<file path="config.mk">
export PLATFORM = sky130hd
export DESIGN_NAME = crc_frame_scheduler
export DESIGN_NICKNAME = d
export VERILOG_FILES = /design/src/rtl/crc_pkg.sv /design/src/rtl/crc16_serial_core.sv /design/src/rtl/crc_frame_scheduler.sv
export SDC_FILE = /design/constraint.sdc
export NUM_CORES = 1
export LEC_CHECK = 0
export BUFFER_PORTS_ARGS = -buffer_cell sky130_fd_sc_hd__buf_4
export CAP_MARGIN = 25
export CELL_PAD_IN_SITES_DETAIL_PLACEMENT = 1
export CELL_PAD_IN_SITES_GLOBAL_PLACEMENT = 1
export CORE_ASPECT_RATIO = 1.1
export CORE_MARGIN = 4
export CORE_UTILIZATION = 33
export CTS_BUF_LIST = sky130_fd_sc_hd__clkbuf_8 sky130_fd_sc_hd__clkbuf_16
export CTS_CLUSTER_SIZE = 16
export DETAILED_ROUTE_END_ITERATION = 8
export PLACE_DENSITY = 0.88
export SYNTH_ARGS = -nofsm -noshare
export SYNTH_HDL_FRONTEND = slang
export SYNTH_HIERARCHICAL = 1
export SYNTH_SLANG_ARGS = --single-unit
</file>
<file path="constraint.sdc">
create_clock -name clk -period 2.9 [get_ports clk]
set_input_delay 0.29 -clock clk [delete_from_list [all_inputs] [get_ports clk]]
set_output_delay 0.29 -clock clk [all_outputs]
set_load 0.01 [all_outputs]
</file>
<file path="src/rtl/crc_pkg.sv">
// rtl/crc_pkg.sv - shared CRC-16-CCITT constants, scheduler state type and helper functions
package crc_pkg;

  localparam logic [15:0] CRC16_POLY = 16'h1021;
  localparam int          PAYLOAD_W  = 24;
  localparam int          CRC_W      = 16;

  typedef enum logic [1:0] {CS_IDLE, CS_SHIFT, CS_OUT} crc_sched_state_t;

  // One MSB-first LFSR step: feedback is the incoming bit xor the outgoing MSB.
  function automatic logic [CRC_W-1:0] crc16_step(input logic [CRC_W-1:0] crc,
                                                  input logic             din);
    logic fb;
    fb = din ^ crc[CRC_W-1];
    return {crc[CRC_W-2:0], 1'b0} ^ (fb ? CRC16_POLY : '0);
  endfunction

  // Reference CRC of a whole payload, init 0, no final xor.
  function automatic logic [CRC_W-1:0] crc16_ccitt24(input logic [PAYLOAD_W-1:0] payload);
    logic [CRC_W-1:0] crc;
    crc = '0;
    for (int i = PAYLOAD_W - 1; i >= 0; i--) begin
      crc = crc16_step(crc, payload[i]);
    end
    return crc;
  endfunction

endpackage

</file>
<file path="src/rtl/crc16_serial_core.sv">
// rtl/crc16_serial_core.sv - bit-serial CRC-16-CCITT LFSR, one payload bit per enabled cycle
module crc16_serial_core
  import crc_pkg::*;
(
  input  logic             clk,
  input  logic             rst_n,
  input  logic             clr,
  input  logic             en,
  input  logic             din,
  output logic [CRC_W-1:0] crc
);

  logic [CRC_W-1:0] crc_q;
  logic [CRC_W-1:0] crc_d;

  // Next LFSR value: clear wins over shift so a new frame always starts from zero.
  always_comb begin
    crc_d = crc_q;
    if (clr) begin
      crc_d = '0;
    end else if (en) begin
      crc_d = crc16_step(crc_q, din);
    end
  end

  // LFSR register.
  always_ff @(posedge clk) begin
    if (!rst_n) begin
      crc_q <= '0;
    end else begin
      crc_q <= crc_d;
    end
  end

  assign crc = crc_q;

endmodule

</file>
<file path="src/rtl/crc_frame_scheduler.sv">
// rtl/crc_frame_scheduler.sv - round-robin sharing of one serial CRC engine; optional CRC_SELFCHECK_EN
module crc_frame_scheduler
  import crc_pkg::*;
#(
  parameter int NUM_REQ = 4,
  parameter int ID_W    = (NUM_REQ > 1) ? $clog2(NUM_REQ) : 1
) (
  input  logic                         clk,
  input  logic                         rst_n,
  input  logic [NUM_REQ-1:0]           req_valid,
  input  logic [NUM_REQ*PAYLOAD_W-1:0] req_payload,
  output logic [NUM_REQ-1:0]           req_ready,
  output logic                         out_valid,
  input  logic                         out_ready,
  output logic [PAYLOAD_W-1:0]         out_payload,
  output logic [CRC_W-1:0]             out_crc,
  output logic [ID_W-1:0]              out_id,
  output logic                         busy
`ifdef CRC_SELFCHECK_EN
  ,
  output logic                         crc_err
`endif
);

  localparam int CNT_W = $clog2(PAYLOAD_W);

  crc_sched_state_t       state_q, state_d;
  logic [CNT_W-1:0]       cnt_q, cnt_d;
  logic [PAYLOAD_W-1:0]   payload_q, payload_d;
  logic [ID_W-1:0]        id_q, id_d;
  logic [ID_W-1:0]        rr_q, rr_d;

  logic                   grant_vld;
  logic [ID_W-1:0]        grant_idx;
  logic                   core_clr;
  logic                   core_en;
  logic                   core_din;
  logic [CRC_W-1:0]       core_crc;

  // Round-robin pick: first valid requester at or above the pointer, wrapping around.
  always_comb begin
    int idx;
    idx       = 0;
    grant_vld = 1'b0;
    grant_idx = '0;
    for (int k = 0; k < NUM_REQ; k++) begin
      idx = int'(rr_q) + k;
      if (idx >= NUM_REQ) idx = idx - NUM_REQ;
      if (!grant_vld && req_valid[idx]) begin
        grant_vld = 1'b1;
        grant_idx = ID_W'(idx);
      end
    end
  end

  assign core_din = payload_q[cnt_q];

  // Frame FSM: grant and latch in IDLE, 24 LFSR steps in SHIFT, hold result in OUT.
  always_comb begin
    state_d   = state_q;
    cnt_d     = cnt_q;
    payload_d = payload_q;
    id_d      = id_q;
    rr_d      = rr_q;
    req_ready = '0;
    core_clr  = 1'b0;
    core_en   = 1'b0;
    unique case (state_q)
      CS_IDLE: begin
        if (grant_vld) begin
          req_ready[grant_idx] = 1'b1;
          payload_d = req_payload[PAYLOAD_W*grant_idx +: PAYLOAD_W];
          id_d      = grant_idx;
          cnt_d     = CNT_W'(PAYLOAD_W - 1);
          core_clr  = 1'b1;
          rr_d      = (int'(grant_idx) == NUM_REQ - 1) ? '0 : grant_idx + ID_W'(1);
          state_d   = CS_SHIFT;
        end
      end
      CS_SHIFT: begin
        core_en = 1'b1;
        cnt_d   = cnt_q - CNT_W'(1);
        if (cnt_q == '0) state_d = CS_OUT;
      end
      CS_OUT: begin
        if (out_ready) state_d = CS_IDLE;
      end
      default: state_d = CS_IDLE;
    endcase
  end

  // State, counter, latched frame and round-robin pointer.
  always_ff @(posedge clk) begin
    if (!rst_n) begin
      state_q   <= CS_IDLE;
      cnt_q     <= '0;
      payload_q <= '0;
      id_q      <= '0;
      rr_q      <= '0;
    end else begin
      state_q   <= state_d;
      cnt_q     <= cnt_d;
      payload_q <= payload_d;
      id_q      <= id_d;
      rr_q      <= rr_d;
    end
  end

  crc16_serial_core u_core (
    .clk   (clk),
    .rst_n (rst_n),
    .clr   (core_clr),
    .en    (core_en),
    .din   (core_din),
    .crc   (core_crc)
  );

  assign out_valid   = (state_q == CS_OUT);
  assign busy        = (state_q != CS_IDLE);
  assign out_payload = payload_q;
  assign out_crc     = core_crc;
  assign out_id      = id_q;

`ifdef CRC_SELFCHECK_EN
  logic crc_err_q, crc_err_d;

  // The final serial CRC is predicted from the last step so the flag is valid on the first OUT cycle.
  always_comb begin
    crc_err_d = 1'b0;
    if (state_q == CS_SHIFT && cnt_q == '0) begin
      crc_err_d = (crc16_step(core_crc, core_din) != crc16_ccitt24(payload_q));
    end else if (state_q == CS_OUT && state_d == CS_OUT) begin
      crc_err_d = crc_err_q;
    end
  end

  // Error flag register, cleared when OUT is left.
  always_ff @(posedge clk) begin
    if (!rst_n) begin
      crc_err_q <= 1'b0;
    end else begin
      crc_err_q <= crc_err_d;
    end
  end

  assign crc_err = crc_err_q;
`endif

endmodule

</file>
==> summary.md <==
| Metric | Value |
|---|---|
| Status | `completed` |
| Wire per inst | `between 15 and 20 µm` |
| Max Cap Viol | `0` |
| Total Nets Final | `a little under 600` |
| Total CTS buffers | `5` |
| Top-Level Pins | `approximately 150` |
| Remaining global-route overflow | `0` |
| DR vias | `slightly above 3k` |
| Largest net degree at the start of global routing | `49` |
| Final setup fails | `0` |
| Die height | `108 µm` |
| Row count | `36` |
| Post-synth EDFFs | `0` |
| Starting DRC count in detailed routing | `between 70 and 80` |
| Sequential cell area fraction in the yosys report | `between 30% and 40%` |
| FF+latch count, synth | `51` |
| Synthesized Nets | `447` |
| Hold crit path type | `primary input to flip-flop` |
| Fillers | `about 1.1k` |
| Crit path DAT | `~2100 ps` |
| Die Footprint | `approximately 0.011 mm²` |
| Count leader, synth | `dfxtp_1` |
| Crit Path Max Fanout | `29` |
| CP Data Required Time | `between 2000 and 3000 ps` |
| Design area | `0.00424 mm²` |
| Clock skew | `between 10 and 15 ps` |
| DRC | `0` |
| Routability cong. | `approximately 0.8` |
| Fmax | `422 MHz` |
| Crit path capture type | `output port` |
| Hold Buf Count CTS | `0` |
| Max Slew Vio Count | `0` |
| FFs w/ async S/R, synth | `0%` |
| Post-CTS Setup Inserts | `0` |
| Synth area leader | `dfxtp_1` |
| Min Tclk post-route | `approximately 2400 ps` |
| Worst-Skew Late Latency | `about 300 ps` |
| Ant. Diodes | `0` |
| Top post-synthesis cells by count | `dfxtp_1, mux2i_1, nand2_1, a21boi_0` |
| DR pass1 iterations | `4` |
| Total power divided by cell area | `around 500 mW/mm²` |
| IO Port Bufs | `150` |
| Crit path kind | `flip-flop to output port` |
| VDD IR max | `0.259 mV` |
| P&R area growth vs syn | `41.0%` |
| Placed inst area | `0.00415 mm²` |
| Clock buffer depth | `2` |
| Share of cells above drive strength 1 | `between 30% and 40%` |
| Synthesis Warnings | `6` |
| WL final | `approximately 10000 µm` |
| Final hold vios | `0` |
| Root buffer cell | `clkbuf_8` |
| Number of distinct library cells after synthesis | `45` |
| Main flop type after synthesis | `dfxtp_1` |
| Worst slew margin | `slightly below 40%` |
| Crit share post-route | `81.6%` |
| Antenna violations before repair | `0` |
| Vias in the first global route | `3,218` |
| Syn Area/Cell | `slightly below 9 µm²` |
| Hold_ws | `256 ps` |
| Post-CTS Resized | `0` |
| Detail Placement HPWL | `between 8000 and 9000 µm` |
| H-tree Lvls | `2` |
| Die Span X | `between 90 and 100 µm` |
| Worst-Margin Slew | `910 ps` |
| Startpoint types | `flip-flop` |
| Clk slew on worst S/H paths | `roughly 100 ps` |
| Total track usage | `a little under a fifth` |
| Top cells by area, synth | `dfxtp_1, mux2i_1, a21boi_0` |
| RSZ-0062 raised after global routing | `no` |
| Synth top area share | `33.9%` |
| ANT nets after route | `0` |
| Sink Count | `51` |
| Synthesized cell area | `between 0.003 and 0.004 mm²` |
| Core footprint | `0.00887 mm²` |
| Post-synthesis cell count | `about 340` |
| Leak pwr | `between 1.5 and 2 nW` |
| Setup TNS | `0 ps` |
| Vias per cell | `5.21` |
| CTS tree | `yes` |
| Initial Utilization | `about a third` |
| First-pass GRT wire length | `16,100 µm` |
-- placed cells by master (no fill, tap or decap), types with 6 or more instances in the layout --
cell and n:
a21boi_0 25, a21oi_1 10, and3_1 24, buf_4 154
dfxtp_1 51, mux2i_1 41, mux4_2 6, nand2_1 36
nor2_1 21, nor3_1 6, o211ai_1 24, o21ai_0 16
o21ai_1 11
-- registers in the layout, indices dropped and copies added (netlist names) --
register and cells:
out_id 2, u_core/crc 16, cnt_q 5, rr_q 2, state_q 2, out_payload 24
-- layer usage --
metal	GRT usage, %	up-vias	routed length, µm
li1	-	1513	-
met1	22.0	1441	4100
met2	33.2	113	4950
met3	4.71	10	800
met4	4.39	0	133
met5	0	-	0
-- cell type report --
cell class	count	area [µm²]	area share, %
Inverter	7	28.8	0.678
Sequential cell	51	1020	24.1
Multi-Input combinational cell	257	1800	42.4
Tap cell	114	143	3.36
Timing Repair Buffer	154	1160	27.3
Clock inverter	3	25.0	0.590
Clock buffer	5	68.8	1.62
-- stage by stage --
step / power (mW) / setup WS (ps) / utilization [%] / instances
after floorplan: 1.39 / 683 / - / 342
after global placement: 1.70 / 700 / 46.7 / 583
after detailed placement: 1.73 / 606 / 46.7 / 583
after CTS: 2.15 / 499 / 47.8 / 591
after global routing: 2.27 / 360 / 47.8 / 591
final: 2.12 / 533 / 47.8 / 591
-- worst max-delay path: stages (launching register included) --
cell and delay [ps]:
dfxtp_1 470, mux2i_1 220, o22a_2 180, and2_4 450, ha_1 220, and2_1 120, buf_4 120
-- final timing paths --
path	start	end	slack (ps)	cells after the start
worst min register to register	out_id[0]	out_id[0]	470	2
worst max-delay path	rr_q[1]	req_ready[3]	530	6
worst min-delay path	out_ready	state_q[1]	260	3
worst max register to register	cnt_q[0]	u_core/crc[5]	680	8
-- kinds of logic after synthesis --
| group | after synthesis | synth area share, % |
|---|---|---|
| mux | 48 | 18.5 |
| xor+xnor | 1 | 0.291 |
| flops | 51 | 33.9 |
| buf+inv | 34 | 6.28 |
| fa+ha+maj | 2 | 0.831 |
| compound gates | 96 | 21.2 |
| simple gates | 110 | 19.0 |
-- report_power, final --
group	total, mW	switching [mW]	internal [mW]
logic	0.816	0.400	0.416
clock network	0.420	0.247	0.173
registers	0.885	0.0958	0.790
Note: power is estimated with default switching activity, not from simulation.
